--- src/rtl/intt_seq_ctrl_pkg.sv ---
// Shared constants and FSM encoding for the INTT load/run/unload sequencer.
package intt_seq_ctrl_pkg;
  localparam int unsigned Q     = 8380417;
  localparam int          WIDTH = 24;
  localparam int          N     = 256;
  localparam int          AW    = 8;
  localparam int          CW    = 9;

  typedef enum logic [2:0] {
    S_IDLE,
    S_LOAD,
    S_RUN,
    S_RUN_REL,
    S_U_ADDR,
    S_U_WAIT,
    S_U_OUT,
    S_DONE
  } state_e;
endpackage

--- src/rtl/intt_seq_ctrl.sv ---
// Sequences one job: stream-load coefficients into a shared RAM, hand the RAM to
// the INTT core, then stream the result back out one word per three cycles.
module intt_seq_ctrl #(
  parameter int WIDTH = intt_seq_ctrl_pkg::WIDTH,
  parameter int N     = intt_seq_ctrl_pkg::N
) (
  input  logic             clk,
  input  logic             rst,
  input  logic             start,
  output logic             busy,
  output logic             done,
  input  logic             in_valid,
  output logic             in_ready,
  input  logic [WIDTH-1:0] in_data,
  output logic             out_valid,
  input  logic             out_ready,
  output logic [WIDTH-1:0] out_data,
  output logic             core_start,
  input  logic             core_done,
  input  logic [7:0]       core_addr_a,
  input  logic [7:0]       core_addr_b,
  input  logic             core_we_a,
  input  logic             core_we_b,
  input  logic [WIDTH-1:0] core_wdata_a,
  input  logic [WIDTH-1:0] core_wdata_b,
  output logic [7:0]       ram_addr_a,
  output logic [7:0]       ram_addr_b,
  output logic             ram_we_a,
  output logic             ram_we_b,
  output logic [WIDTH-1:0] ram_wdata_a,
  output logic [WIDTH-1:0] ram_wdata_b,
  input  logic [WIDTH-1:0] ram_rdata_a
);
  import intt_seq_ctrl_pkg::*;

  localparam logic [CW-1:0] LAST = CW'(N - 1);

  state_e           state_q, state_d;
  logic [CW-1:0]    cnt_q, cnt_d;
  logic [WIDTH-1:0] out_data_q, out_data_d;

  always_ff @(posedge clk or posedge rst) begin
    if (rst) begin
      state_q    <= S_IDLE;
      cnt_q      <= '0;
      out_data_q <= '0;
    end else begin
      state_q    <= state_d;
      cnt_q      <= cnt_d;
      out_data_q <= out_data_d;
    end
  end

  always_comb begin
    state_d    = state_q;
    cnt_d      = cnt_q;
    out_data_d = out_data_q;
    case (state_q)
      S_IDLE: begin
        if (start) begin
          cnt_d   = '0;
          state_d = S_LOAD;
        end
      end
      S_LOAD: begin
        if (in_valid) begin
          if (cnt_q == LAST) state_d = S_RUN;
          else               cnt_d   = cnt_q + 1'b1;
        end
      end
      S_RUN: begin
        if (core_done) state_d = S_RUN_REL;
      end
      S_RUN_REL: begin
        // wait for the core to drop done so a stale level can't retrigger it
        if (!core_done) begin
          cnt_d   = '0;
          state_d = S_U_ADDR;
        end
      end
      S_U_ADDR: state_d = S_U_WAIT;
      S_U_WAIT: begin
        out_data_d = ram_rdata_a;
        state_d    = S_U_OUT;
      end
      S_U_OUT: begin
        if (out_ready) begin
          if (cnt_q == LAST) state_d = S_DONE;
          else begin
            cnt_d   = cnt_q + 1'b1;
            state_d = S_U_ADDR;
          end
        end
      end
      S_DONE:  state_d = S_IDLE;
      default: state_d = S_IDLE;
    endcase
  end

  assign busy       = (state_q != S_IDLE);
  assign done       = (state_q == S_DONE);
  assign in_ready   = (state_q == S_LOAD);
  assign out_valid  = (state_q == S_U_OUT);
  assign core_start = (state_q == S_RUN);
  assign out_data   = out_data_q;

  // RAM port mux: loader, core, or unloader owns the ports depending on state
  always_comb begin
    ram_addr_a  = '0;
    ram_addr_b  = '0;
    ram_we_a    = 1'b0;
    ram_we_b    = 1'b0;
    ram_wdata_a = '0;
    ram_wdata_b = '0;
    case (state_q)
      S_LOAD: begin
        ram_addr_a  = cnt_q[AW-1:0];
        ram_we_a    = in_valid;
        ram_wdata_a = in_data;
      end
      S_RUN, S_RUN_REL: begin
        ram_addr_a  = core_addr_a;
        ram_addr_b  = core_addr_b;
        ram_we_a    = core_we_a;
        ram_we_b    = core_we_b;
        ram_wdata_a = core_wdata_a;
        ram_wdata_b = core_wdata_b;
      end
      S_U_ADDR, S_U_WAIT, S_U_OUT: ram_addr_a = cnt_q[AW-1:0];
      default: ;
    endcase
  end
endmodule

--- config.mk ---
export PLATFORM = sky130hd
export DESIGN_NAME = intt_seq_ctrl
export DESIGN_NICKNAME = d
export VERILOG_FILES = /design/src/rtl/intt_seq_ctrl_pkg.sv /design/src/rtl/intt_seq_ctrl.sv
export SDC_FILE = /design/constraint.sdc
export NUM_CORES = 1
export LEC_CHECK = 0
export ABC_CLOCK_PERIOD_IN_PS = 2500
export CAP_MARGIN = 0
export CORE_MARGIN = 2
export CORE_UTILIZATION = 30
export CTS_CLUSTER_SIZE = 16
export DETAILED_ROUTE_END_ITERATION = 12
export GPL_TIMING_DRIVEN = 0
export PLACE_DENSITY = 0.81
export SLEW_MARGIN = 20
export SYNTH_ARGS = -nofsm -noshare
export SYNTH_HDL_FRONTEND = slang
export SYNTH_SLANG_ARGS = --single-unit
--- constraint.sdc ---
create_clock -name clk -period 2.5 [get_ports clk]
set_clock_uncertainty 0.15 [all_clocks]
set_input_delay 0.625 -clock clk [delete_from_list [all_inputs] [get_ports clk]]
set_output_delay 0.625 -clock clk [all_outputs]
set_load 0.01 [all_outputs]
==> flow_metrics.env <==
export IMPL_status="finished, final reports clean"
export IMPL_final_cell_area_sq_um=4787
export IMPL_cp_data_required_time_ns=1.73
export IMPL_ys_async_sr_fraction=1.000
export IMPL_ir_drop_mv=0.6894
export IMPL_power_mw=4.951
export IMPL_antenna_found_initial=0
export IMPL_rows=31
export IMPL_syn_to_final_growth_pct=118.5
export IMPL_layout_nets=585
export IMPL_yosys_area_share_simple=0.1965
export IMPL_place_hpwl_um=7488
export IMPL_min_period_over_period=0.9837
export IMPL_synth_area_leaders="dfrtp_1 (41%), a22o_1 (13%), mux2_2 (13%)"
export IMPL_drive_gt1_frac=0.2522
export IMPL_synth_top_family_by_area="compound AO/OA/AOI/OAI gates"
export IMPL_wl_per_cell_um=17.40
export IMPL_p_leak_nw=2.309
export IMPL_cts_made_buffers=5
export IMPL_num_fill_cells=567
export IMPL_grt_use_total=0.2303
export IMPL_syn_mean_instance_area_sq_um=9.913
export IMPL_critPathCaptureType="output pin"
export IMPL_dpl_worst_slack_ns=-0.5256
export IMPL_rsz0062_at_grt="true"
export IMPL_worst_slack_ns=0.04082
export IMPL_power_density_nw_per_um2=1034
export IMPL_cts_sinks=36
export IMPL_fin_util=0.6671
export IMPL_yosys_area_share_xor_xnor=0
export IMPL_worst_slew_pin_slew_ns=0.5755
export IMPL_io_pins=215
export IMPL_cts_htree_levels=2
export IMPL_cap_violations=0
export IMPL_drt_first_pass_iters=5
export IMPL_first_global_vias=2811
export IMPL_cts_root_buffer="clkbuf_8"
export IMPL_min_path_type="reg -> reg"
export IMPL_finalSetupViolCount=0
export IMPL_synth_fp_nets=343
export IMPL_drtIter0Drc=158
export IMPL_drc=0
export IMPL_ys_ff_latch=36
export IMPL_holdWs_ns=0.3367
export IMPL_yosys_mux_area_fraction=0.1285
export IMPL_grt_pass1_wl_um=14060
export IMPL_clk_latency_ns=0.28
export IMPL_grt_start_max_net_pins=25
export IMPL_ant_nets=0
export IMPL_die_area_sq_um=8002
export IMPL_worstPathArrival_ns=1.68
export IMPL_gp_congestion=0.8598
export IMPL_yosysTopAreaCellShare=0.4112
export IMPL_gr_total_overflow=0
export IMPL_final_hold_viol_count=0
export IMPL_die_h_um=89.46
export IMPL_synth_compound_area_frac=0.2113
export IMPL_finalMaxSlewViolations=0
export IMPL_cts_path_max_buffers=2
export IMPL_seq_area_frac_synth=0.4112
export IMPL_worstPathMaxFanout=10
export IMPL_placed_cell_area_sq_um=4477
export IMPL_syn_cell_area_sq_um=2191
export IMPL_finalCriticalPeriod_ns=2.459
export IMPL_wl_um=9795
export IMPL_cts_tree="yes"
export IMPL_yosysTopAreaCell="dfrtp_1"
export IMPL_synthFlopType="dfrtp_1"
export IMPL_num_vias=2811
export IMPL_core_region_area_sq_um=7176
export IMPL_synthAdderAreaFrac=0.01142
export IMPL_portBuffers=214
export IMPL_fmax_mhz=406.6
export IMPL_synth_edf_count=0
export IMPL_start_util=0.3053
export IMPL_maxSlewHeadroom=0.6163
export IMPL_ys_types=33
export IMPL_ys_warnings_count=0
export IMPL_syn_instance_count=221
export IMPL_startpoint_type="flip-flop"
export IMPL_cts_hold_buf=0
export IMPL_crit_type="reg -> out"
export IMPL_clk_pin_slew_worst_paths_ns=0.07
export IMPL_n_antenna_cell=0
export IMPL_via_per_inst=4.993
export IMPL_synthTopCellsByCount="and3_1 (36), dfrtp_1 (36), a22o_1 (33)"
export IMPL_fp_dieW_um=89.46
layout make-up:
class | count | area, sq um | share of cell area
buffer | 19 | 168.9 | 0.03528
clock buffer | 7 | 96.34 | 0.02013
timing repair inverter | 1 | 5.005 | 0.001045
inverter | 4 | 23.77 | 0.004966
multi-input combinational | 162 | 1252 | 0.2616
sequential | 36 | 902.1 | 0.1884
timing repair buffer | 234 | 2185 | 0.4564
clock inverter | 1 | 30.03 | 0.006273
tap | 99 | 123.9 | 0.02588
state kept, by name, indices dropped and copies added, names as in the netlist:
register and cells:
out_data 24, cnt_q 9, state_q 3
worst max-delay path, stage by stage (launching register included):
cell	delay [ns]
dfrtp_1	0.37
buf_6	0.14
buf_6	0.14
nor2_4	0.16
clkbuf_8	0.17
buf_4	0.14
a22o_1	0.13
buf_2	0.15
path summary, 6_finish.rpt:
check	start	end	slack [ns]	cells after the start
max in group asynchronous	rst	out_data[22]	1.30	3
min in group asynchronous	rst	cnt_q[7]	0.46	2
hold / removal	cnt_q[8]	cnt_q[8]	0.34	2
hold reg to reg	cnt_q[8]	cnt_q[8]	0.34	2
setup / recovery	state_q[2]	ram_wdata_a[13]	0.04	7
setup reg to reg	cnt_q[0]	cnt_q[7]	0.12	9
routing by layer:
layer	GRT usage	wire length, um	vias up
met4	0.08141	258	0
met5	0	0	-
met1	0.2496	3489	1324
met3	0.08126	1071	20
li1	-	-	1310
met2	0.4141	4975	157
timing repair:
action | 4_1_cts | 5_1_grt
endpoints found under the setup margin | 79 | 38
hold endpoints to repair | 0 | 0
pin swaps | 3 | 6
buffers inserted | 13 | 6
gates cloned | 1 | 0
resized for setup | 191 | 26
stage by stage:
stage,std cells,setup TNS [ns]
after floorplan,221,0
after global placement,534,-18.28
after detailed placement,535,-19.69
after CTS,557,0
after global routing,563,-0.4800
final,563,0
cell families after synthesis:
logic type	after synthesis
buffers and inverters	23
AOI/OAI and AO/OA	58
muxes	25
DFF	36
and+or+nand+nor	77
adders and majority gates	2
report_power, final:
group | internal [mW] | switching [mW] | leakage, nW | total (mW)
clock | 0.352 | 0.203 | 0.0645 | 0.555
combinational | 1.90 | 1.55 | 1.81 | 3.44
sequential | 0.825 | 0.129 | 0.439 | 0.954
total | 3.07 | 1.88 | 2.31 | 4.95
cell usage in the layout, fill, tap and decap left out, types with 2 or more instances in the layout:
cell type	synthesis	routed
a22o_1	33	33
a31oi_1	2	2
and3_1	36	36
buf_12	0	3
buf_2	3	21
buf_4	0	15
buf_6	0	9
clkbuf_2	0	8
clkbuf_4	0	4
clkbuf_8	0	12
clkdlybuf4s15_1	0	3
clkdlybuf4s15_2	0	2
clkdlybuf4s50_1	0	144
dfrtp_1	36	35
dlygate4sd2_1	0	35
ha_2	0	2
mux2_2	25	25
nand2_1	11	11
nand2b_1	4	4
nand3_1	4	4
nor2_1	10	9
nor2b_1	3	2
o21ai_0	2	2
o21ai_1	10	10
o31ai_1	4	4
or3_1	2	2
(Power assumes the default switching activity.)
